[src/rtl/jt9346_ctrl_if.sv]
// Host command bus of the 93C46 serial master: one parallel command at a
// time in, completion status and read word out.
interface jt9346_ctrl_if;
    logic        start;
    logic [2:0]  cmd;
    logic [5:0]  addr;
    logic [15:0] din;
    logic        busy;
    logic        done;
    logic        err;
    logic [15:0] dout;

    modport master (output start, cmd, addr, din, input busy, done, err, dout);
    modport slave  (input start, cmd, addr, din, output busy, done, err, dout);
endinterface

[src/rtl/jt9346_ctrl.sv]
// jt9346_ctrl: host-side serial master for a 93C46-compatible EEPROM.
// It serialises one command frame onto sclk/sdi/scs and deserialises READ
// data from sdo. Programming commands finish with a ready check.
// Build option JT9346_CTRL_POLL_EN: when defined, ready is polled on sdo
// with a POLL_MAX timeout. When undefined, a fixed WAIT_CYC wait with scs low
// is used instead.
module jt9346_ctrl #(
    parameter int CLKDIV   = 4,
    parameter int TCS      = 2,
    parameter int POLL_MAX = 1023,
    parameter int WAIT_CYC = 128
) (
    input  logic            clk,
    input  logic            rst_n,
    jt9346_ctrl_if.slave    host,
    output logic            sclk,
    output logic            sdi,
    output logic            scs,
    input  logic            sdo
);
    localparam logic [2:0] CMD_READ  = 3'd0;
    localparam logic [2:0] CMD_WRITE = 3'd1;
    localparam logic [2:0] CMD_ERASE = 3'd2;
    localparam logic [2:0] CMD_EWEN  = 3'd3;
    localparam logic [2:0] CMD_EWDS  = 3'd4;
    localparam logic [2:0] CMD_ERAL  = 3'd5;
    localparam logic [2:0] CMD_WRAL  = 3'd6;
    localparam logic [2:0] CMD_ILL   = 3'd7;

    // One shared counter covers slot phase, deselect time and the ready wait.
    // It is sized for the largest of them, so both builds fit.
    localparam int M1      = (2 * CLKDIV > TCS) ? 2 * CLKDIV : TCS;
    localparam int M2      = (POLL_MAX > WAIT_CYC) ? POLL_MAX : WAIT_CYC;
    localparam int CNT_MAX = (M1 > M2) ? M1 : M2;
    localparam int CNT_W   = $clog2(CNT_MAX + 1);

    localparam logic [CNT_W-1:0] DIV_LAST  = CNT_W'(CLKDIV - 1);
    localparam logic [CNT_W-1:0] SLOT_LAST = CNT_W'(2 * CLKDIV - 1);
    localparam logic [CNT_W-1:0] TCS_LAST  = CNT_W'(TCS - 1);
`ifdef JT9346_CTRL_POLL_EN
    localparam logic [CNT_W-1:0] POLL_LAST = CNT_W'(POLL_MAX - 1);
`else
    localparam logic [CNT_W-1:0] WAIT_LAST = CNT_W'(WAIT_CYC - 1);
`endif

    typedef enum logic [2:0] {IDLE, SETUP, HDR, TXD, RXD, DESEL, POLL, FIN} state_t;

    state_t            state_reg, state_next;
    logic [CNT_W-1:0]  cnt_reg;
    logic [4:0]        bit_cnt_reg;
    logic [2:0]        cmd_reg;
    logic [24:0]       tx_reg;
    logic [14:0]       rx_reg;
    logic [15:0]       dout_reg;
    logic              err_reg;
    logic              sdo_meta_reg, sdo_sync_reg;

    logic accept, in_slot, slot_end, needs_ready;

    assign accept      = (state_reg == IDLE) && host.start;
    assign in_slot     = (state_reg == HDR) || (state_reg == TXD) || (state_reg == RXD);
    assign slot_end    = in_slot && (cnt_reg == SLOT_LAST);
    assign needs_ready = (cmd_reg == CMD_WRITE) || (cmd_reg == CMD_ERASE) ||
                         (cmd_reg == CMD_ERAL)  || (cmd_reg == CMD_WRAL);

    // Start bit, opcode and address field; the 00-opcode commands carry
    // their sub-opcode in the top two address bits.
    function automatic logic [8:0] frame_hdr(input logic [2:0] c, input logic [5:0] a);
        case (c)
            CMD_READ:  frame_hdr = {3'b110, a};
            CMD_WRITE: frame_hdr = {3'b101, a};
            CMD_ERASE: frame_hdr = {3'b111, a};
            CMD_EWEN:  frame_hdr = 9'b100_110000;
            CMD_ERAL:  frame_hdr = 9'b100_100000;
            CMD_WRAL:  frame_hdr = 9'b100_010000;
            default:   frame_hdr = 9'b100_000000;
        endcase
    endfunction

    // State register.
    always_ff @(posedge clk or negedge rst_n) begin
        if (!rst_n) state_reg <= IDLE;
        else        state_reg <= state_next;
    end

    // Next-state logic: frame sequencing and the ready check.
    always_comb begin
        state_next = state_reg;
        case (state_reg)
            IDLE:  if (host.start) state_next = (host.cmd == CMD_ILL) ? FIN : SETUP;
            SETUP: if (cnt_reg == DIV_LAST) state_next = HDR;
            HDR:   if (slot_end && bit_cnt_reg == 5'd8) begin
                       if (cmd_reg == CMD_READ)
                           state_next = RXD;
                       else if (cmd_reg == CMD_WRITE || cmd_reg == CMD_WRAL)
                           state_next = TXD;
                       else
                           state_next = DESEL;
                   end
            TXD,
            RXD:   if (slot_end && bit_cnt_reg == 5'd15) state_next = DESEL;
            DESEL: if (cnt_reg == TCS_LAST) state_next = needs_ready ? POLL : FIN;
`ifdef JT9346_CTRL_POLL_EN
            POLL:  if (sdo_sync_reg || cnt_reg == POLL_LAST) state_next = FIN;
`else
            POLL:  if (cnt_reg == WAIT_LAST) state_next = FIN;
`endif
            FIN:   state_next = IDLE;
            default: state_next = IDLE;
        endcase
    end

    // Datapath: sdo synchroniser, counters, shift registers and status.
    always_ff @(posedge clk or negedge rst_n) begin
        if (!rst_n) begin
            sdo_meta_reg <= 1'b0;
            sdo_sync_reg <= 1'b0;
            cnt_reg      <= '0;
            bit_cnt_reg  <= '0;
            cmd_reg      <= '0;
            tx_reg       <= '0;
            rx_reg       <= '0;
            dout_reg     <= '0;
            err_reg      <= 1'b0;
        end else begin
            sdo_meta_reg <= sdo;
            sdo_sync_reg <= sdo_meta_reg;

            if (state_reg == IDLE || state_next != state_reg || slot_end)
                cnt_reg <= '0;
            else
                cnt_reg <= cnt_reg + CNT_W'(1);

            if (state_next != state_reg)
                bit_cnt_reg <= '0;
            else if (slot_end)
                bit_cnt_reg <= bit_cnt_reg + 5'd1;

            if (accept) begin
                cmd_reg <= host.cmd;
                err_reg <= (host.cmd == CMD_ILL);
                tx_reg  <= {frame_hdr(host.cmd, host.addr),
                            (host.cmd == CMD_WRITE || host.cmd == CMD_WRAL) ? host.din : 16'h0000};
            end else if (slot_end && state_reg != RXD) begin
                tx_reg <= {tx_reg[23:0], 1'b0};
            end

            if (slot_end && state_reg == RXD) begin
                rx_reg <= {rx_reg[13:0], sdo_sync_reg};
                if (bit_cnt_reg == 5'd15)
                    dout_reg <= {rx_reg, sdo_sync_reg};
            end

`ifdef JT9346_CTRL_POLL_EN
            if (state_reg == POLL && !sdo_sync_reg && cnt_reg == POLL_LAST)
                err_reg <= 1'b1;
`endif
        end
    end

    // Outputs decoded from registered state, so a reset clears them at once.
    always_comb begin
        sclk = in_slot && (cnt_reg > DIV_LAST);
        sdi  = ((state_reg == HDR) || (state_reg == TXD)) && tx_reg[24];
`ifdef JT9346_CTRL_POLL_EN
        scs  = (state_reg == SETUP) || in_slot || (state_reg == POLL);
`else
        scs  = (state_reg == SETUP) || in_slot;
`endif
        host.busy = (state_reg != IDLE);
        host.done = (state_reg == FIN);
        host.err  = err_reg;
        host.dout = dout_reg;
    end
endmodule
[src/flat_wrapper.sv]
// flat-port wrapper written by rule: the top's interface ports become plain ports
module jt9346_ctrl_flat 
#(
    parameter int CLKDIV   = 4,
    parameter int TCS      = 2,
    parameter int POLL_MAX = 1023,
    parameter int WAIT_CYC = 128
)
  (clk, rst_n, sclk, sdi, scs, sdo, host_start, host_cmd, host_addr, host_din, host_busy, host_done, host_err, host_dout);
  jt9346_ctrl_if host_i ();
  input  logic clk;
  input  logic rst_n;
  output logic sclk;
  output logic sdi;
  output logic scs;
  input  logic sdo;
  input wire logic [$bits(host_i.start)-1:0] host_start;
  input wire logic [$bits(host_i.cmd)-1:0] host_cmd;
  input wire logic [$bits(host_i.addr)-1:0] host_addr;
  input wire logic [$bits(host_i.din)-1:0] host_din;
  output wire logic [$bits(host_i.busy)-1:0] host_busy;
  output wire logic [$bits(host_i.done)-1:0] host_done;
  output wire logic [$bits(host_i.err)-1:0] host_err;
  output wire logic [$bits(host_i.dout)-1:0] host_dout;
  assign host_i.start = host_start;
  assign host_i.cmd = host_cmd;
  assign host_i.addr = host_addr;
  assign host_i.din = host_din;
  assign host_busy = host_i.busy;
  assign host_done = host_i.done;
  assign host_err = host_i.err;
  assign host_dout = host_i.dout;
  jt9346_ctrl #(.CLKDIV(CLKDIV), .TCS(TCS), .POLL_MAX(POLL_MAX), .WAIT_CYC(WAIT_CYC)) u_core (.clk(clk), .rst_n(rst_n), .host(host_i), .sclk(sclk), .sdi(sdi), .scs(scs), .sdo(sdo));
endmodule
[config.mk]
export PLATFORM = sky130hd
export DESIGN_NAME = jt9346_ctrl_flat
export DESIGN_NICKNAME = d
export VERILOG_FILES = /design/src/rtl/jt9346_ctrl_if.sv /design/src/rtl/jt9346_ctrl.sv /design/src/flat_wrapper.sv
export SDC_FILE = /design/constraint.sdc
export NUM_CORES = 1
export LEC_CHECK = 0
export ABC_AREA = 1
export BUFFER_PORTS_ARGS = -buffer_cell sky130_fd_sc_hd__buf_2
export CORE_AREA = 10 10 94 96
export DETAILED_ROUTE_END_ITERATION = 10
export DIE_AREA = 0 0 104 106
export PLACE_DENSITY_LB_ADDON = 0.2
export SLEW_MARGIN = 15
export SYNTH_ARGS = -nofsm -noshare
export SYNTH_HDL_FRONTEND = slang
export SYNTH_SLANG_ARGS = --single-unit
[constraint.sdc]
create_clock -name clk -period 2.05 [get_ports clk]
set_clock_uncertainty 0.05 [all_clocks]
set_input_delay 0.205 -clock clk [delete_from_list [all_inputs] [get_ports clk]]
set_output_delay 0.205 -clock clk [all_outputs]
set_load 0.05 [all_outputs]
==> flow_summary_export.csv <==
group,metric,value,unit
run_status,outcome,"complete, but fails checks",
run_status,violations,"setup timing",
drt,drt-total-wl,8911,um
timing,tightest_slew,522.9,ps
drt,vias,3240,
yosys,yosys.area_share.simple,22.67,%
final_layout,largest_reg_flops,25,
pwr,p_clk_share,23.7,%
worst_setup_path,cpLargestDelayFamily,"simple AND/OR/NAND/NOR gates",
yosys,yosysMostFrequentCell,"nand2_1",
worst_setup_path,crit_slowest_cell,"dfrtp_1",
timing,rsz0062_at_grt,"yes",
clock_network,cts_sinks,80,
timing,fin_crit,2342,ps
final_layout,layout-area-overhead-vs-synth,24.78,%
pwr,p_int,3.288,mW
worst_setup_path,crit_path_start_kind,"flip-flop",
timing,maxSlewHeadroom,65.14,%
worst_setup_path,r2r_setup_slack,-30,ps
floorplan,die_y,106,um
final_layout,diodes,0,
yosys,syn_inst,445,
worst_setup_path,cp_max_fo,2,
yosys,synthMuxAreaShare,0.2923,%
yosys,synth_area_leader_cell,"dfrtp_1",
yosys,postSynthAreaPerCell,8.657,um2
clock_network,cts_max_path_buffers,2,
drt,first_pass_iters,4,
drt,dr.first_iter.drc_count,145,
yosys,ys_warn_count,0,
grt,grt_max_degree,42,
pwr,switchingPower,2.215,mW
yosys,synth_fa_ha_area_share,1.624,%
drt,wl_per_cell,14.33,um
yosys,ys.flop_type,"dfrtp_1",
placed_design,hpwl,5796,um
worst_setup_path,endpoint,"host_done",
yosys,yosys.area_share.xor_xnor,2.728,%
timing,fmax,0.4269,GHz
yosys,seq_area_frac_synth,51.96,%
placed_design,portBuffers,50,
yosys,syn_nets,479,
pwr,swShare,40.26,%
clock_network,numCtsBuffers,9,
clock_network,h-tree-depth,3,
grt,grt_usage,15.59,%
run,max_cap_viol_count,0,
yosys,synth_top_family_by_area,"simple AND/OR/NAND/NOR gates",
worst_setup_path,worstPathBufferInverterCount,2,
floorplan,start_util,54.57,%
yosys,ys_ff_latch,80,
drt,vias_per_cell,5.209,
drt,ant_nets,0,
clock_network,clock-root-buffer,"clkbuf_8",
yosys,synth_commonest_cells,"nand2_1, dfrtp_1, nor2_1, o21ai_0, inv_1",
final_layout,fin_cells,622,
pwr,p_comb_share,37.9,%
floorplan,num_rows,31,
placed_design,place_ws,0.7234,ps
yosys,synth_compound_area_share,14.23,%
floorplan,core,7059,um2
worst_setup_path,setup.worst_path.class,"reg -> out",
grt,grt_pass1_wl,14450,um
floorplan,io_pins,51,
worst_setup_path,startpoint,"u_core.bit_cnt_reg[0]",
yosys,syn_area,3852,um2
clock_network,cts.reportedPaths.clkPinSlew,90,ps
worst_setup_path,path_depth,10,
drt,drc,0,
clock_network,clock_latency,360,ps
worst_setup_path,crit_path_max_incr_delay,380,ps
timing,setup_viol,10,
worst_setup_path,r2r_cells,14,
worst_hold_path,hold_class,"in -> reg",
timing,maxSlewViolCount,0,
yosys,async_flop_share,100.0,%
clock_network,cts_tree,"built",
grt,grt_pass1_vias,3100,
worst_setup_path,cp.required,1790,ps
timing,timing.final.crit_share,114.3,%
yosys,synth_edf_count,0,
worst_setup_path,worstPathArrival,2090,ps
placed_design,place_congestion,0.8682,
worst_setup_path,cp-end-kind,"output pin",
worst_setup_path,r2r_end,"u_core.cnt_reg[4]",
floorplan,die-width,104,um
floorplan,die-area,11020,um2
timing,setup_slack,-292.3,ps
pwr,p_leak,2.271,nW
timing,finalHoldViolations,0,
final_layout,nets,552,
timing,tns,-428.6,ps
final_layout,layout-drive-gt1-share,26.77,%
grt,grt_overflow,0,
placed_design,placedCellCount,596,
pwr,peakVddDrop,0.0007637,V
timing,timing.hold.ws,37.67,ps
yosys,synth.distinct_cells,34,
pwr,seq_power_share,38.5,%
grt,antenna_found_initial,0,
worst_setup_path,crit_chain,"buf_4 > ha_2 > and3_4 > ha_4 > nand3_4 > nand2_2 > a21oi_2 > o2111ai_2 > nor2_4 > buf_8",
pwr,power.density,1145,nW/um2
yosys,yosys.area.top_type_share,51.96,%
worst_setup_path,rr_startpoint,"u_core.bit_cnt_reg[0]",
yosys,synth.area.top_cells,"dfrtp_1, nand2_1, nor2_1",
-- cell usage in the layout, fill, tap and decap left out, drive strengths merged, types with 6 or more instances in the layout --
cell	instances
buf	75
dfrtp	80
inv	44
clkbuf	10
nor2	68
o2111ai	13
xor2	9
nand2	89
o21ai	52
a21oi	24
nand4	6
nand3	20
-- metal layers --
metal / GRT usage, % / vias up / part of all wire (%)
met1: 19.94 / 1532 / 45
met3: 4.408 / 11 / 5.4
met5: 0 / - / 0
met2: 25.27 / 79 / 48
li1: - / 1618 / -
met4: 4.573 / 0 / 1.0
-- power by group through the flow --
stage	clock network (mW)	registers (mW)	logic (mW)
2_1_floorplan	0	2.13	1.31
4_1_cts	1.32	2.11	1.81
3_3_place_gp	0	2.13	1.73
3_5_place_dp	0	2.14	1.77
5_1_grt	1.41	2.16	2.28
6_report	1.30	2.12	2.08
-- cell families after synthesis --
| family | Yosys count |
|---|---|
| fa+ha+maj | 5 |
| xor+xnor | 12 |
| mux | 1 |
| simple gates | 189 |
| flops | 80 |
| compound gates | 97 |
| buf+inv | 61 |
-- tightest hold or removal path, delay by kind of cell --
kind,cells,cell delay [ps]
buffers and inverters,2,120
AOI/OAI and AO/OA,1,70
-- per-stage QoR --
step                      total power, mW  instance area (um2)  util [%]
after global routing                5.843                 4807     68.10
after CTS                           5.242                 4614     65.37
final                               5.503                 4807     68.10
after floorplan                     3.438                 3860         -
after detailed placement            3.912                 4307     61.01
after global placement              3.854                 4307     61.01
-- how the worst min path moves through the flow --
stage,startpoint,to,slack [ps],depth (start not counted)
6_report,host_din[0],u_core.tx_reg[0],40,3
5_1_grt,host_din[0],u_core.tx_reg[0],50,3
4_1_cts,host_din[0],u_core.tx_reg[0],40,3
3_5_place_dp,rst_n,u_core.host.dout[7],180,1
3_3_place_gp,rst_n,u_core.host.dout[7],170,1
2_1_floorplan,rst_n,u_core.bit_cnt_reg[0],-140,0
-- area by class of cell --
type                            count  area, um2
Clock buffer                       10      127.6
Clock inverter                      6      92.59
Fill cell                         567       2252
Inverter                           44      175.2
Multi-Input combinational cell    306       1793
Sequential cell                    80       2002
Tap cell                           99      123.9
Timing Repair Buffer               77      493.0
-- what timing repair did --
| action | in CTS | in global routing |
|---|---|---|
| setup endpoints to repair | 3 | 57 |
| hold buffers | 2 | 0 |
| pin swaps | 4 | 12 |
| cloned | 0 | 2 |
| resized for setup | 10 | 39 |
| buffers inserted | 3 | 3 |
| hold endpoints to repair | 41 | 0 |
Note: power is estimated with default switching activity, not from simulation.
